**src/rtl/dp_ram_clr.sv**
```systemverilog
// Dual-port RAM with per-lane write mask and a post-reset clear sweep.
// One entry per cycle is swept to CLR_VAL; user traffic is accepted only once the sweep completes.
module dp_ram_clr #(
   parameter int              SIZE     = 16,
   parameter int              DEPTH    = 64,
   parameter int              LANE     = 8,
   parameter int              RDW_MODE = 0,
   parameter logic [SIZE-1:0] CLR_VAL  = '0
) (
   input  logic                     clk,
   input  logic                     rst,
   input  logic                     wr_en,
   input  logic [$clog2(DEPTH)-1:0] wr_addr,
   input  logic [SIZE-1:0]          wr_data,
   input  logic [SIZE/LANE-1:0]     wr_mask,
   input  logic                     rd_en,
   input  logic [$clog2(DEPTH)-1:0] rd_addr,
   output logic [SIZE-1:0]          rd_data,
   output logic                     rd_valid,
   output logic                     busy
);

   localparam int NL = SIZE / LANE;
   localparam int AW = $clog2(DEPTH);

   typedef enum logic {CLEAR, READY} state_t;

   state_t          r_state;
   logic [AW-1:0]   r_cnt;
   logic [SIZE-1:0] r_mem [DEPTH];
   logic [SIZE-1:0] r_rdData;
   logic            r_rdValid;
   logic            r_busy;

   logic            w_clrWe;
   logic            w_userWe;
   logic            w_sameAddr;
   logic [SIZE-1:0] w_merged;
   logic [SIZE-1:0] w_rdWord;

   assign w_clrWe    = (r_state == CLEAR) && !rst;
   assign w_userWe   = (r_state == READY) && !rst && wr_en;
   assign w_sameAddr = (wr_addr == rd_addr);

   // Stored read entry with the lanes of a same-cycle write overlaid, used for new-data RDW.
   always_comb begin
      w_merged = r_mem[rd_addr];
      for (int i = 0; i < NL; i++) begin
         if (wr_mask[i]) begin
            w_merged[i*LANE +: LANE] = wr_data[i*LANE +: LANE];
         end
      end
   end

   assign w_rdWord = (RDW_MODE != 0 && w_userWe && w_sameAddr) ? w_merged : r_mem[rd_addr];

   always_ff @(posedge clk) begin
      if (w_clrWe) begin
         r_mem[r_cnt] <= CLR_VAL;
      end else if (w_userWe) begin
         for (int i = 0; i < NL; i++) begin
            if (wr_mask[i]) begin
               r_mem[wr_addr][i*LANE +: LANE] <= wr_data[i*LANE +: LANE];
            end
         end
      end
   end

   // Sweep sequencing plus the registered read port; reads are dropped entirely while clearing.
   always_ff @(posedge clk) begin
      if (rst) begin
         r_state   <= CLEAR;
         r_cnt     <= '0;
         r_busy    <= 1'b1;
         r_rdValid <= 1'b0;
         r_rdData  <= '0;
      end else begin
         case (r_state)
            CLEAR: begin
               r_rdValid <= 1'b0;
               r_cnt     <= r_cnt + AW'(1);
               if (r_cnt == AW'(DEPTH - 1)) begin
                  r_state <= READY;
                  r_busy  <= 1'b0;
               end
            end
            READY: begin
               r_busy    <= 1'b0;
               r_rdValid <= rd_en;
               if (rd_en) begin
                  r_rdData <= w_rdWord;
               end
            end
            default: begin
               r_state <= CLEAR;
               r_cnt   <= '0;
               r_busy  <= 1'b1;
            end
         endcase
      end
   end

   assign rd_data  = r_rdData;
   assign rd_valid = r_rdValid;
   assign busy     = r_busy;

endmodule

```
**config.mk**
```make
export PLATFORM = sky130hd
export DESIGN_NAME = dp_ram_clr
export DESIGN_NICKNAME = d
export VERILOG_FILES = /design/src/rtl/dp_ram_clr.sv
export SDC_FILE = /design/constraint.sdc
export NUM_CORES = 1
export LEC_CHECK = 0
export ABC_CLOCK_PERIOD_IN_PS = 4800
export BUFFER_PORTS_ARGS = -buffer_cell sky130_fd_sc_hd__buf_4
export CAP_MARGIN = 30
export CORE_MARGIN = 8
export CORE_UTILIZATION = 45
export CTS_CLUSTER_DIAMETER = 100
export DETAILED_ROUTE_END_ITERATION = 10
export SYNTH_ARGS = -nofsm -noshare
export SYNTH_HDL_FRONTEND = slang
export SYNTH_SLANG_ARGS = --single-unit
export TNS_END_PERCENT = 20
```
**constraint.sdc**
```tcl
create_clock -name clk -period 4.8 [get_ports clk]
set_input_delay 0.48 -clock clk [delete_from_list [all_inputs] [get_ports clk]]
set_output_delay 0.48 -clock clk [all_outputs]
set_load 0.05 [all_outputs]
```
Yosys cells after proc, flatten, opt, wreduce, memory -nomap -nowiden
Memory sizes are Yosys's and may differ from the RTL's. A register that Yosys moved wholly into a read port is not among the register bits. Cells that the tools add are included.

Mux-type cells: 18. Eq/ne operators: 2. Reductions and logical operators: 6. Bitwise logic cells: 1. $add $sub $neg: 1.

Operators with widths (count): 2-to-1 mux 16 bit (1); OR reduction 16 bit (1); 2-to-1 mux 1 bit (13); adder 6 x 1 -> 6 bit, second input constant (1); equality test 6 bit, second input constant (1); 2-to-1 mux 6 bit (1); case mux 1 bit (2 select lines) (2); logical AND 1 bit (3); 2-to-1 mux 2 bit (1); != test 2 x 1 -> 1 bit, second input constant (1); AND reduction 2 bit (1); logical NOT 1 bit (1); inverter 1 bit (1).

Memories kept: 1. Word-level logic and storage cells: 33. Bits in registers: 9. Bits in writable memories: 1024.

Memory list: r_mem (depth 64, bits a word 16, read ports 1, clocked after memory_dff 1, wr ports 1, RTL line 30) `logic [SIZE-1:0] r_mem [DEPTH];`.

Depth between registers and ports, before layout
Gate-level depths: netlist (run 1).

Depth in word-level cells: 8. Gate-level depth with buffers: 9. Gate-level depth less buffers: 6.

Worst setup path before layout (run 1)
No wires, ideal clock.

Path type: input to register. Start point: input wr_mask[0]. End point: memory r_mem[0][10] (data pin). Library setup time: 0.367 ns. Buffers on the path: 3. Setup slack: 1.939 ns. Arrival time: 2.494 ns. Cell stages on the path: 6. Required time: 4.433 ns. Cells stage by stage: nor2_1 > and4bb_2 > buf_2 > clkbuf_1 > clkbuf_1 > and2_1.

Word-level cells in the longest chain between the ends: 6.

RTL lines: from (decl) (RTL line 15) `input logic [SIZE/LANE-1:0] wr_mask,`; 2-to-1 mux 1 bit (RTL line 62) `if (wr_mask[i]) begin`; 2-to-1 mux 1 bit (RTL line 60) `end else if (w_userWe) begin`; 2-to-1 mux 1 bit (RTL line 58) `if (w_clrWe) begin`; 2-to-1 mux 1 bit (not written as such) (RTL line 63) `r_mem[wr_addr][i*LANE +: LANE] <= wr_data[i*LANE +: LANE];`; OR reduction 16 bit (no source line); 2-to-1 mux 16 bit (no source line); to (decl) (RTL line 30).

Every way passes these cells.

Worst setup path in the final report (run 1)
Start point: register r_state. End point: memory r_mem[41][3] (enable).

Word-level cells in the longest chain between the ends: 7. Elaborated cells between the ends (all ways): 15. Classes of those cells: mux (10); bitwise (1); reduce/logical (4).

RTL lines: from (decl) (RTL line 28) `state_t r_state;`; from (signal assigned) (RTL line 72) `r_state <= CLEAR;`; from (signal assigned) (RTL line 83) `r_state <= READY;`; from (signal assigned) (RTL line 95) `r_state <= CLEAR;`; logical AND 1 bit (2 in a row) (RTL line 42) `assign w_userWe = (r_state == READY) && !rst && wr_en;`; 2-to-1 mux 1 bit (RTL line 60); 2-to-1 mux 1 bit (RTL line 58); 2-to-1 mux 1 bit (not written as such) (RTL line 63); OR reduction 16 bit (no source line); 2-to-1 mux 6 bit (no source line) / 2-to-1 mux 2 bit (equally long branches).

Several ways; a longest one is shown, not always the timed one.

==> results of run 1 <==
-- placed cells by master, fill, tap and decap left out, types with 25 or more instances in the layout --
master,count
nand3_1,49
dfxtp_1,25
a22oi_1,112
clkbuf_1,27
nor2_1,143
edfxtp_1,1024
buf_4,94
clkbuf_16,106
nand2_1,33
mux2i_1,154
mux4_2,187
-- worst max-delay path by stage --
stage                    start            to  slack (ns)  cells past startpoint
global placement           rst  r_mem[12][9]        1.27                      6
finish                 r_state  r_mem[41][3]        1.27                      5
detailed placement         rst  r_mem[41][6]        1.18                      6
floorplan           wr_mask[0]  r_mem[0][10]        1.94                      6
CTS                    r_state  r_mem[41][5]        1.30                      5
global route           r_state  r_mem[41][0]        1.09                      5
-- power by group through the flow --
| stage | registers [mW] | clock network (mW) | logic, mW |
|---|---|---|---|
| after global routing | 9.93 | 8.40 | 0.600 |
| after detailed placement | 10.1 | 0 | 0.569 |
| after global placement | 10.1 | 0 | 0.564 |
| final | 9.93 | 7.93 | 0.567 |
| after floorplan | 10.1 | 0 | 0.373 |
| after CTS | 9.93 | 8.05 | 0.570 |
-- layout make-up --
class | instances | area share
Timing Repair Buffer | 107 | 0.0206
Clock buffer | 137 | 0.0612
Multi-Input combinational cell | 842 | 0.193
Sequential cell | 1049 | 0.681
Antenna cell | 2 | 0.000109
Tap cell | 1176 | 0.0321
Clock inverter | 56 | 0.0116
Inverter | 1 | 0.0000818
-- per-layer routing --
metal | track usage | part of all wire | vias to the layer above
met5 | 0 | 0.00014 | -
met1 | 0.269 | 0.44 | 10458
met4 | 0.0659 | 0.032 | 2
met3 | 0.0388 | 0.070 | 138
met2 | 0.289 | 0.46 | 683
li1 | - | - | 8505
-- cell families (layout without fill, tap and decap cells) --
group / after synthesis / in the layout / share of synthesized area
adder cells (fa/ha/maj): 1 / 1 / 0.000308
XOR/XNOR: 4 / 4 / 0.000863
AO/OA/AOI/OAI: 197 / 197 / 0.0371
other: 0 / 2 / 0
buffers and inverters: 118 / 301 / 0.0137
flip-flops: 1049 / 1049 / 0.769
AND/OR/NAND/NOR: 289 / 289 / 0.0325
multiplexers: 351 / 351 / 0.146
-- per-stage QoR --
| step | power (mW) | cells | cell area (sq um) | worst slack [ns] | utilization |
|---|---|---|---|---|---|
| after floorplan | 10.5 | 2009 | 40600 | 1.94 | - |
| after global placement | 10.7 | 3168 | 42400 | 1.27 | 0.473 |
| after detailed placement | 10.7 | 3174 | 42500 | 1.18 | 0.474 |
| after CTS | 18.6 | 3367 | 45900 | 1.30 | 0.511 |
| after global routing | 18.9 | 3368 | 45900 | 1.09 | 0.511 |
| final | 18.4 | 3370 | 45900 | 1.27 | 0.511 |
-- registers in the layout (all words and copies together), names as in the netlist --
register  cells
r_cnt         6
r_mem      1024
rd_valid      1
r_state       1
busy          1
rd_data      16
==> implementation parameters, run 1 <==
Parameter                              Value

STA
  Final worst-path cycle share    0.735
  Highest clock rate    between 200 and 300 MHz
  Aggregate negative setup slack    0 ns
  Worst rel slew slack    0.281
  Setup-violating endpoint count in the final report    0
  Final clock skew    0.0296 ns
  Slew Viols, Final    0
  Unrepaired setup endpoints after global routing    no
  Hold Vio Cnt, Final    0
  Min Clock Period, post-route    3.53 ns
  Worst Max-Slew Pin Slew    about 1.1 ns
  Minimum hold slack    0.0739 ns

Routing
  Average wire length per cell after detail routing    28.1 um
  Violation count after the first detailed-routing iteration    1,832
  # DRC    0
  Initial DRT Pass Iterations    5
  Post-detailed-route via-to-cell ratio    5.87
  Final WL    about 95,000 um
  Number of antenna-violating nets in the routed design    0
  Number of vias in the routed layout    between 15,000 and 20,000

Setup path
  Req. time, crit path    about 5.1 ns
  Critical path startpoint category    flop
  Depth of the most critical reg-to-reg path    5
  Critical setup path kind    reg -> reg
  Signal arrival time at the worst endpoint    3.80 ns
  CP delay by family, top    simple AND/OR/NAND/NOR gates
  Worst R2R Start    r_state
  Kind of end point of the critical path    flop
  Ordered list of cells on the worst path    and4bb_2 > buf_4 > mux2i_1 > nand3_1 > nor2_1
  RR Endpoint    r_mem[41][3]
  Worst reg2reg setup slack    1.27 ns
  Largest stage delay on the critical path    0.80 ns
  Combined buffer and inverter count along the critical path    1
  Critical Path Slowest Stage Cell    nor2_1
  Peak fanout along the critical path    25

Pwr
  Static leakage    16.5 nW
  Power density over the cells    402 nW/um^2
  Sequential share of power    0.539
  Largest vdd supply drop    0.000267 V
  Psw    roughly 3.8 mW
  Share of total power in combinational logic    0.031
  Part of the power in the clock network    0.430
  Internal    14.7 mW
  Fraction of power spent switching nets    0.205

Floorplan
  Boundary Pins    52
  Row count    110
  Floorplan Core Area    89,700 sq um
  Die span in y    roughly 320 um
  Starting utilization of the core area    0.453
  Horizontal die dimension    ~320 um
  Area of the die    100,000 sq um

Yosys
  Library cell with the largest summed area after synthesis    edfxtp_1
  Cell count after synthesis    between 2,000 and 2,500
  Total nets after synthesis    2,044
  Share of synthesized area occupied by flip-flops and latches    0.769
  Commonest register cell after synthesis    edfxtp_1
  Number of synthesized flops with an enable pin    roughly 1,000
  Netlist Area Pre-Place    40,600 sq um
  Mean instance size in the synthesized netlist    20.2 sq um
  Top cells by area in the synthesized netlist    edfxtp_1 76%, mux4_2 10%, mux2i_1 3.8%
  Count of yosys warnings during synthesis    0
  Flops & latches, synth    1,049
  Post-synthesis async set-or-reset flop share    0
  Number of library cell types mapped by synthesis    40
  Yosys top cell area share    0.757
  Cell types with the highest counts after synthesis    1,024 x edfxtp_1, 187 x mux4_2, 154 x mux2i_1
  Cell with the most instances after synthesis    edfxtp_1

Placement
  Buffers added on ports    51
  Detail Placement HPWL    60,700 um
  Weighted congestion reported at the end of routability-driven placement    0.875

CTS
  Level count of the clock H-tree    3
  Clk_lat worst skew    0.67 ns
  Resize count post-CTS    0
  Clock Tree Root    clkbuf_16
  Clock sink count    roughly 1,000
  Count of hold buffers inserted by post-cts repair    0
  Clk pin slew, worst setup/hold paths    0.06 ns
  TritonCTS clock tree    done
  Number of clock buffers inserted by TritonCTS    105
  Maximum clock insertion buffer count    3
  Post CTS Setup Buffer Count    0

Outcome
  Outcome    completed

Cells and area
  Sequential cell area in the final layout    31,300 sq um
  Area growth syn-to-layout    13.0%
  # nets final    2,141
  Multi-input gate area    8870 sq um
  Layout filler cell count    7,064
  Proportion of layout cells with a drive suffix above 1    0.218

Global route
  Antenna violations before repair    4
  Global-route wire length before repair    139,000 um
  Number of global-route vias before repair    approximately 20,000
  Pin count of the biggest net entering global routing    89
  Overall overflow remaining after global route    0
  Aggregate global-route resource usage    0.188

Worst hold path
  Hold depth    2
  Hold Path End    r_cnt[2]
  Hold path start    rst
  Class of the tightest hold or removal check    in -> reg

Run
  Max Cap Viol    0
(Power assumes the default switching activity.)
==> inputs of run 2 (changes only) <==
- ABC_CLOCK_PERIOD_IN_PS: 4800 -> 3300
- clock period: 4.8 -> 3.3 ns (I/O delays scaled with it)
==> implementation parameters, run 2 (synthesis results as in run 1) <==
Parameter                              Value

Outcome
  Outcome    completed (unchanged)

Floorplan
  Die span in y    316 um (unchanged)
  Horizontal die dimension    316 um (unchanged)
  Row count    110 (unchanged)
  Floorplan Core Area    89,700 sq um (unchanged)
  Area of the die    100,000 sq um (unchanged)
  Starting utilization of the core area    0.453 (unchanged)
  Boundary Pins    52 (unchanged)

Setup path
  Critical Path Slowest Stage Cell    nor2_1 (unchanged)
  Ordered list of cells on the worst path    and4bb_2 > mux2i_1 > nand3_1 > buf_12 > nor2_1 (was and4bb_2 > buf_4 > mux2i_1 > nand3_1 > nor2_1)
  Kind of end point of the critical path    flop (unchanged)
  Worst reg2reg setup slack    0.53 ns (was 1.27 ns)
  Req. time, crit path    3.59 ns (was 5.08 ns)
  Critical path startpoint category    flop (unchanged)
  Combined buffer and inverter count along the critical path    1 (unchanged)
  Peak fanout along the critical path    11 (was 25)
  Critical setup path kind    reg -> reg (unchanged)
  CP delay by family, top    simple AND/OR/NAND/NOR gates (unchanged)
  Signal arrival time at the worst endpoint    3.05 ns (was 3.80 ns)
  Largest stage delay on the critical path    0.70 ns (was 0.80 ns)

Cells and area
  # nets final    2,287 (was 2,141)
  Layout filler cell count    7,011 (was 7,064)
  Commonest non-fill, non-tap cell in the layout    edfxtp_1 (unchanged)
  Area growth syn-to-layout    16.5% (was 13.0%)
  Commonest cells after routing, fill and taps aside    1,024 x edfxtp_1, 222 x buf_4, 187 x mux4_2 (was 1,024 x edfxtp_1, 187 x mux4_2, 154 x mux2i_1)
  Number of flip-flops in the largest register    1,024 (unchanged)
  Largest reg by FF count    r_mem (unchanged)
  Proportion of layout cells with a drive suffix above 1    0.272 (was 0.218)

CTS
  TritonCTS clock tree    done (unchanged)
  Clock sink count    1,049 (unchanged)
  Level count of the clock H-tree    3 (unchanged)
  Clk_lat worst skew    0.67 ns (about the same)
  Number of clock buffers inserted by TritonCTS    105 (unchanged)
  Maximum clock insertion buffer count    3 (unchanged)
  Count of hold buffers inserted by post-cts repair    0 (unchanged)
  Clock Tree Root    clkbuf_16 (unchanged)
  Clk pin slew, worst setup/hold paths    0.06 ns (about the same)
  Post CTS Setup Buffer Count    0 (unchanged)
  Resize count post-CTS    0 (unchanged)

Routing
  # DRC    0 (unchanged)
  Average wire length per cell after detail routing    27.5 um (was 28.1 um)
  Number of vias in the routed layout    20,212 (was 19,786)
  Initial DRT Pass Iterations    5 (unchanged)
  Violation count after the first detailed-routing iteration    1,997 (was 1,832)
  Final WL    97,000 um (was 94,700 um)
  Number of antenna-violating nets in the routed design    0 (unchanged)
  Post-detailed-route via-to-cell ratio    5.74 (was 5.87)

STA
  Smallest setup slack after layout    0.533 ns (was 1.27 ns)
  Final clock skew    0.0282 ns (was 0.0296 ns)
  Highest clock rate    361 MHz (was 284 MHz)
  Worst Max-Slew Pin Slew    0.917 ns (was 1.08 ns)
  Min Clock Period, post-route    2.77 ns (was 3.53 ns)
  Final worst-path cycle share    0.838 (was 0.735)
  Hold Vio Cnt, Final    0 (unchanged)
  Setup-violating endpoint count in the final report    0 (unchanged)
  Worst rel slew slack    0.386 (was 0.281)
  Aggregate negative setup slack    0 ns (unchanged)
  Unrepaired setup endpoints after global routing    no (unchanged)
  Slew Viols, Final    0 (unchanged)

Global route
  Number of global-route vias before repair    20,964 (was 20,248)
  Aggregate global-route resource usage    0.194 (was 0.188)
  Global-route wire length before repair    142,000 um (was 139,000 um)
  Pin count of the biggest net entering global routing    70 (was 89)
  Overall overflow remaining after global route    0 (unchanged)
  Antenna violations before repair    9 (was 4)

Placement
  Detail Placement HPWL    62,500 um (was 60,700 um)
  DP Worst Slack    0.218 ns (was 1.18 ns)
  Buffers added on ports    51 (unchanged)
  Weighted congestion reported at the end of routability-driven placement    0.802 (was 0.875)

Pwr
  Static leakage    17.4 nW (was 16.5 nW)
  Power density over the cells    575 nW/um^2 (was 402 nW/um^2)
  Largest vdd supply drop    0.000454 V (was 0.000267 V)

Run
  Max Cap Viol    0 (unchanged)

Worst hold path
  Class of the tightest hold or removal check    in -> reg (unchanged)
## run 2: changes by cell type in the layout (fill, tap and decap cells not counted), sizes merged
cell	previous run	this run
diode	2	3
clkbuf	137	128
clkinv	40	44
bufinv	7	13
clkinvlp	4	6
buf	107	253
## run 2: power breakdown
| group | switching, mW | total, mW | internal, mW | leakage (nW) |
|---|---|---|---|---|
| Combinational | 0.518 | 0.878 | 0.360 | 4.32 |
| Sequential | 0.0133 | 14.4 | 14.4 | 11.4 |
| Clock | 4.87 | 11.9 | 7.03 | 1.69 |
| Total | 5.40 | 27.2 | 21.8 | 17.4 |
## run 2: path summary, 6_finish.rpt
check / end / depth (start not counted) / startpoint
hold reg to reg: busy / 2 / busy
hold / removal: r_cnt[2] / 3 / rst
setup reg to reg: r_mem[58][5] / 5 / r_state
setup / recovery: r_mem[58][5] / 5 / r_state
## run 2: worst reg2reg max path: cells and delay by family, from the launching register on
kind | cells | cell delay (ns)
and+or+nand+nor | 3 | 1.42
muxes | 1 | 0.39
DFF | 1 | 0.36
buffers and inverters | 1 | 0.23
## run 2: layout make-up
cell class | instances | area, sq um | area share
Sequential cell | 1049 | 31300 | 0.660
Multi-Input combinational cell | 842 | 8870 | 0.187
Clock buffer | 128 | 2800 | 0.0591
Timing Repair Buffer | 253 | 2270 | 0.0480
Tap cell | 1176 | 1470 | 0.0311
Clock inverter | 68 | 677 | 0.0143
Antenna cell | 3 | 7.51 | 0.000159
Inverter | 1 | 3.75 | 0.0000793
## run 2: per-layer routing
layer / global-route usage / wire length [um] / up-vias
li1: - / - / 8794
met1: 0.256 / 39600 / 10596
met2: 0.323 / 47800 / 662
met3: 0.0429 / 6920 / 152
met4: 0.0546 / 2500 / 8
met5: 0 / 54 / -
## run 2: through the flow
step | cells | cell area [sq um] | hold slack (ns) | power (mW) | util
floorplan | 2009 | 40600 | 0.527 | 15.3 | -
detailed placement | 3321 | 43900 | 0.470 | 15.6 | 0.489
CTS | 3517 | 47300 | 0.0279 | 27.4 | 0.528
finish | 3520 | 47300 | 0.0808 | 27.2 | 0.528
global placement | 3320 | 43800 | 0.463 | 15.6 | 0.489
global route | 3517 | 47300 | 0.0564 | 27.9 | 0.528
